<file path="config.mk">
export PLATFORM = sky130hd
export DESIGN_NAME = neopixel_frame_tx
export DESIGN_NICKNAME = d
export VERILOG_FILES = /design/src/rtl/neopixel_pkg.sv /design/src/rtl/neopixel_bit_timer.sv /design/src/rtl/neopixel_frame_tx.sv
export SDC_FILE = /design/constraint.sdc
export NUM_CORES = 1
export LEC_CHECK = 0
export CELL_PAD_IN_SITES_DETAIL_PLACEMENT = 0
export CELL_PAD_IN_SITES_GLOBAL_PLACEMENT = 2
export CORE_ASPECT_RATIO = 0.6
export CORE_MARGIN = 4
export CORE_UTILIZATION = 29
export DETAILED_ROUTE_END_ITERATION = 7
export PLACE_DENSITY_LB_ADDON = 0.1
export SYNTH_ARGS = -nofsm -noshare
export SYNTH_HDL_FRONTEND = slang
export SYNTH_SLANG_ARGS = --single-unit
</file>
<file path="constraint.sdc">
create_clock -name clk -period 2.8 [get_ports clk]
set_input_delay 0.28 -clock clk [delete_from_list [all_inputs] [get_ports clk]]
set_output_delay 0.28 -clock clk [all_outputs]
set_load 0.02 [all_outputs]
</file>
<file path="src/rtl/neopixel_pkg.sv">
// rtl/neopixel_pkg.sv - shared FSM encoding, GRB width and default WS2812 timing
package neopixel_pkg;

  localparam int GRB_W        = 24;
  localparam int DEF_NUM_LEDS = 64;
  localparam int DEF_T0H_CYC  = 20;
  localparam int DEF_T1H_CYC  = 40;
  localparam int DEF_TBIT_CYC = 63;
  localparam int DEF_TRST_CYC = 2600;

  typedef enum logic [1:0] {
    IDLE  = 2'd0,
    SEND  = 2'd1,
    LATCH = 2'd2
  } state_t;

endpackage

</file>
<file path="src/rtl/neopixel_bit_timer.sv">
// rtl/neopixel_bit_timer.sv - one WS2812 bit: high for T0H/T1H cycles, low to TBIT_CYC
module neopixel_bit_timer #(
  parameter int T0H_CYC  = 20,
  parameter int T1H_CYC  = 40,
  parameter int TBIT_CYC = 63
) (
  input  logic clk,
  input  logic rst,
  input  logic start,
  input  logic bit_val,
  output logic dout,
  output logic bit_end
);

  localparam int CW = $clog2(TBIT_CYC);

  logic [CW-1:0] cnt;
  logic          active;
  logic          val;

  // a start on the bit_end cycle restarts immediately, so bits stay back-to-back
  always_ff @(posedge clk) begin
    if (rst) begin
      cnt    <= '0;
      active <= 1'b0;
      val    <= 1'b0;
    end else if (start) begin
      cnt    <= '0;
      active <= 1'b1;
      val    <= bit_val;
    end else if (bit_end) begin
      active <= 1'b0;
    end else if (active) begin
      cnt <= cnt + 1'b1;
    end
  end

  assign bit_end = active && (cnt == CW'(TBIT_CYC - 1));
  assign dout    = active && (cnt < (val ? CW'(T1H_CYC) : CW'(T0H_CYC)));

endmodule

</file>
<file path="src/rtl/neopixel_frame_tx.sv">
// rtl/neopixel_frame_tx.sv - on/off bitmap to WS2812 frame serializer
// NEOPIXEL_SERPENTINE_EN: odd rows are sent right-to-left for serpentine wiring.
module neopixel_frame_tx
  import neopixel_pkg::*;
#(
  parameter int NUM_LEDS = DEF_NUM_LEDS,
  parameter int T0H_CYC  = DEF_T0H_CYC,
  parameter int T1H_CYC  = DEF_T1H_CYC,
  parameter int TBIT_CYC = DEF_TBIT_CYC,
  parameter int TRST_CYC = DEF_TRST_CYC
) (
  input  logic                clk,
  input  logic                rst,
  input  logic [NUM_LEDS-1:0] frame,
  input  logic [GRB_W-1:0]    color,
  input  logic                frame_valid,
  output logic                frame_ready,
  output logic                dout,
  output logic                busy,
  output logic                frame_done
);

  localparam int LW = $clog2(NUM_LEDS + 1);
  localparam int TW = $clog2(TRST_CYC + 1);
  localparam int FW = 1 << LW;

  state_t                state, state_nxt;
  logic [NUM_LEDS-1:0]   frame_q;
  logic [GRB_W-1:0]      color_q;
  logic [LW-1:0]         led_cnt, led_nxt, pix;
  logic [4:0]            bit_cnt, bit_nxt;
  logic [TW-1:0]         lat_cnt, lat_nxt;
  logic                  done_nxt;
  logic                  start;
  logic                  bit_val;
  logic                  bit_end;
  logic [FW-1:0]         frame_ext;

  always_ff @(posedge clk) begin
    if (rst) begin
      state      <= IDLE;
      led_cnt    <= '0;
      bit_cnt    <= '0;
      lat_cnt    <= '0;
      frame_done <= 1'b0;
      frame_q    <= '0;
      color_q    <= '0;
    end else begin
      state      <= state_nxt;
      led_cnt    <= led_nxt;
      bit_cnt    <= bit_nxt;
      lat_cnt    <= lat_nxt;
      frame_done <= done_nxt;
      if (state == IDLE && frame_valid) begin
        frame_q <= frame;
        color_q <= color;
      end
    end
  end

  always_comb begin
    state_nxt = state;
    led_nxt   = led_cnt;
    bit_nxt   = bit_cnt;
    lat_nxt   = lat_cnt;
    done_nxt  = 1'b0;
    start     = 1'b0;
    case (state)
      IDLE: begin
        if (frame_valid) begin
          state_nxt = SEND;
          led_nxt   = '0;
          bit_nxt   = '0;
          start     = 1'b1;
        end
      end
      SEND: begin
        if (bit_end) begin
          if (bit_cnt == 5'd23) begin
            bit_nxt = '0;
            led_nxt = led_cnt + 1'b1;
            if (led_cnt == LW'(NUM_LEDS - 1)) begin
              state_nxt = LATCH;
              lat_nxt   = '0;
            end else begin
              start = 1'b1;
            end
          end else begin
            bit_nxt = bit_cnt + 1'b1;
            start   = 1'b1;
          end
        end
      end
      LATCH: begin
        if (lat_cnt == TW'(TRST_CYC - 1)) begin
          state_nxt = IDLE;
          done_nxt  = 1'b1;
          lat_nxt   = '0;
          led_nxt   = '0;
        end else begin
          lat_nxt = lat_cnt + 1'b1;
        end
      end
      default: state_nxt = IDLE;
    endcase
  end

  // The first bit is launched on the transfer edge, before frame_q/color_q hold it.
  // frame_ext is zero-padded so the LED index never addresses past the bitmap.
  always_comb begin
    frame_ext                 = '0;
    frame_ext[NUM_LEDS-1:0]   = (state == IDLE) ? frame : frame_q;
    pix                       = led_nxt;
`ifdef NEOPIXEL_SERPENTINE_EN
    if (led_nxt[3]) pix = led_nxt ^ LW'(7);
`endif
    bit_val = frame_ext[pix] &
              ((state == IDLE) ? color[5'd23 - bit_nxt] : color_q[5'd23 - bit_nxt]);
  end

  neopixel_bit_timer #(
    .T0H_CYC  (T0H_CYC),
    .T1H_CYC  (T1H_CYC),
    .TBIT_CYC (TBIT_CYC)
  ) u_bit_timer (
    .clk     (clk),
    .rst     (rst),
    .start   (start),
    .bit_val (bit_val),
    .dout    (dout),
    .bit_end (bit_end)
  );

  assign frame_ready = (state == IDLE);
  assign busy        = (state != IDLE);

endmodule

</file>
==> impl_metrics.yaml <==
status:
  outcome: "finished, violations left"
  failed_checks: "setup timing"
grt:
  grt_max_degree: 90
  overflow: 0
  use_met3_pct: 4.527
  globalRouteMet1Util_pct: 26.57
  grt_pass1_wl_mm: 33.34
  grt_antenna_before_repair: 0
  top_usage_layer: "met1"
  first_global_vias: 6166
  track_usage_pct: 17.50
  grt.met2_usage_pct: 24.64
floorplan:
  initial_utilization_pct: 29.94
  dieArea_mm2: 0.02449
  core_area_mm2: 0.02129
  die_w_um: 199.4
  die-height_um: 122.8
  io_pins: 95
  row_count: 41
clock_tree:
  cts-root-buf: "clkbuf_16"
  clockBufferDepth: 2
  cts_sinks: 123
  insertion_delay_ns: 0.43
  hold_buffers: 0
  cts.htree.levels: 4
  tritoncts: "yes"
  clk_pin_slew_worst_paths_ns: 0.06
  cts-buffers-inserted: 17
critical_path:
  startpoint_type: "register"
  required_ns: 3.17
  cpMaxStageDelayCell: "or4_4"
  cp_common_cell: "nor4_4"
  crit_path_max_fanout: 7
  critical_path_class: "register to register"
  crit_family: "simple AND/OR/NAND/NOR gates"
  worstPathCellList: "ha_4 -> and4b_4 -> or4_4 -> o211a_4 -> buf_12 -> buf_8 -> mux2i_4 -> a2111oi_4 -> nor4_4 -> nor4_4 -> a31o_1"
  arrival_ns: 3.46
  crit_buf_inv: 2
  max_stage_delay_ns: 0.51
  crit_path_end_kind: "register"
route:
  drt_iter0_markers: 372
  drc: 0
  routed_wl_mm: 20.82
  vias: 6122
  viasPerCell: 5.085
  drtPass1Iterations: 6
  wl_per_cell_um: 17.29
  ant_nets: 0
timing:
  timing.setup.tns_ns: -0.2891
  setup_viol: 1
  worst_slack_ns: -0.2891
  worst-slew-pin-transition_ns: 1.009
  min_period_over_period_pct: 110.3
  fmax_mhz: 323.7
  clock_skew_ns: 0.006637
  slew_viol_final: 0
  grt_setup_unrepaired: "true"
  maxSlewHeadroom_pct: 32.73
  min_period_ns: 3.089
  final_hold_viol_count: 0
power:
  irDropWorstVdd_mv: 0.4102
  powerDensity_mw_per_mm2: 504.0
  leakagePower_uw: 0.003512
  report.power.total_uw: 4650
logic_synthesis:
  synth_area_leader_cell: "dfxtp_1"
  async_flop_share_pct: 0
  yosysWarnings: 0
  syn-num-nets: 848
  synth_top_area_share_pct: 38.63
  synth_enable_flop_cells: 0
  ys.flop_type: "dfxtp_1"
  ys_top_cells_by_area: "dfxtp_1 (39%), nand2_1 (12%), mux4_2 (11%)"
  synth_seq_cells: 123
  synth_cells: 749
  syn_area_mm2: 0.006374
  synth_area_per_cell_um2: 8.509
  ys_seq_area_share_pct: 38.63
  synth.distinct_cells: 62
finish:
  drive_gt1_share_pct: 24.32
  nNetsFinal: 1011
  diodes: 0
  mostFrequentLayoutCell: "nand2_1"
  layout_common_cells: "nand2_1 (203), dfxtp_1 (119), a21oi_1 (104)"
  synthToLayoutAreaGrowth_pct: 44.74
placement:
  io_buffers: 94
  dp_hpwl_mm: 14.66
  routabilityCongestion: 0.8296
flow_run:
  cap_violations: 0
min_path:
  hold_class: "primary input to register"
worst paths after layout:
path | start | endpoint | slack, ns | cells after the start
max | bit_cnt[0]$_SDFF_PP0_ | u_bit_timer.val$_SDFFE_PP0P_ | -0.29 | 11
min | rst | lat_cnt[1]$_SDFFE_PP0P_ | 0.31 | 2
max reg2reg | bit_cnt[0]$_SDFF_PP0_ | u_bit_timer.val$_SDFFE_PP0P_ | -0.29 | 11
min reg2reg | frame_q[52]$_SDFFE_PP0P_ | frame_q[52]$_SDFFE_PP0P_ | 0.45 | 2
Yosys cell counts, types with 3 or more instances:
master,instances
o21ai_0,9
o211ai_1,7
a22o_1,3
mux2_2,8
xor2_1,9
and4_1,3
a22oi_1,19
nand2_1,204
dfxtp_1,123
mux4_2,32
clkbuf_1,33
mux2i_1,13
nor4_1,4
buf_1,3
ha_1,8
a211oi_1,6
and3_1,6
nor2_1,38
nand4_1,11
a21oi_1,105
nor2b_1,8
a2111oi_0,7
nor3_1,10
xnor2_1,3
buf_2,11
nand2b_1,5
nor3b_1,3
inv_1,6
nand3_1,8
logic make-up after synthesis:
family / synth area share, %
xor gates and xnor gates: 1.649
buffers and inverters: 3.946
adders and majority gates: 1.571
AOI/OAI and AO/OA: 16.33
DFF: 38.63
and+or+nand+nor: 22.54
muxes: 15.33
worst register-to-register path: stages (launching register included):
cell,delay [ns]
dfxtp_2,0.33
ha_4,0.15
and4b_4,0.19
or4_4,0.51
o211a_4,0.29
buf_12,0.15
buf_8,0.13
mux2i_4,0.18
a2111oi_4,0.41
nor4_4,0.07
nor4_4,0.42
a31o_1,0.20
layout make-up:
class | count | area [um^2]
Tap cell | 279 | 349.1
Clock buffer | 24 | 471.7
Multi-Input combinational cell | 570 | 3984
Timing Repair Buffer | 194 | 1838
Clock inverter | 8 | 92.59
Fill cell | 2071 | 12060
Inverter | 6 | 22.52
Sequential cell | 123 | 2467
registers in the layout, indices dropped and copies added, names as in the netlist:
signal,count
bit_cnt,5
color_q,24
frame_done,1
frame_q,64
lat_cnt,12
led_cnt,7
state,2
u_bit_timer.active,1
u_bit_timer.cnt,6
u_bit_timer.val,1
metal layers:
| layer | vias up | routed length (um) |
|---|---|---|
| met5 | - | 0 |
| met4 | 0 | 265 |
| met3 | 18 | 1042 |
| met2 | 153 | 8592 |
| met1 | 2947 | 10920 |
| li1 | 3004 | - |
where the power goes:
part	switching (uW)	internal (uW)
registers	38.2	1830
clock network	812	1350
logic	297	325
per-stage QoR:
step                      instances  worst slack [ns]  hold slack (ns)  utilization [%]  cell area, um^2
final                          1204           -0.2891           0.3085            43.33             9225
after global routing           1204           -0.3628           0.3289            43.33             9225
after CTS                      1204           -0.3177           0.2977            42.74             9100
after detailed placement       1166           -0.7686           0.4433            38.97             8297
after global placement         1166           -0.6898           0.4382            38.97             8297
after floorplan                 749          0.003542           0.4160                -             6431
repair_timing:
item                       in CTS  in global routing
gates cloned                    2                  1
setup endpoints to repair       1                  2
resized for setup              41                 32
buffers inserted                6                  0
pin swaps                      12                  9
Note: power is estimated with default switching activity, not from simulation.
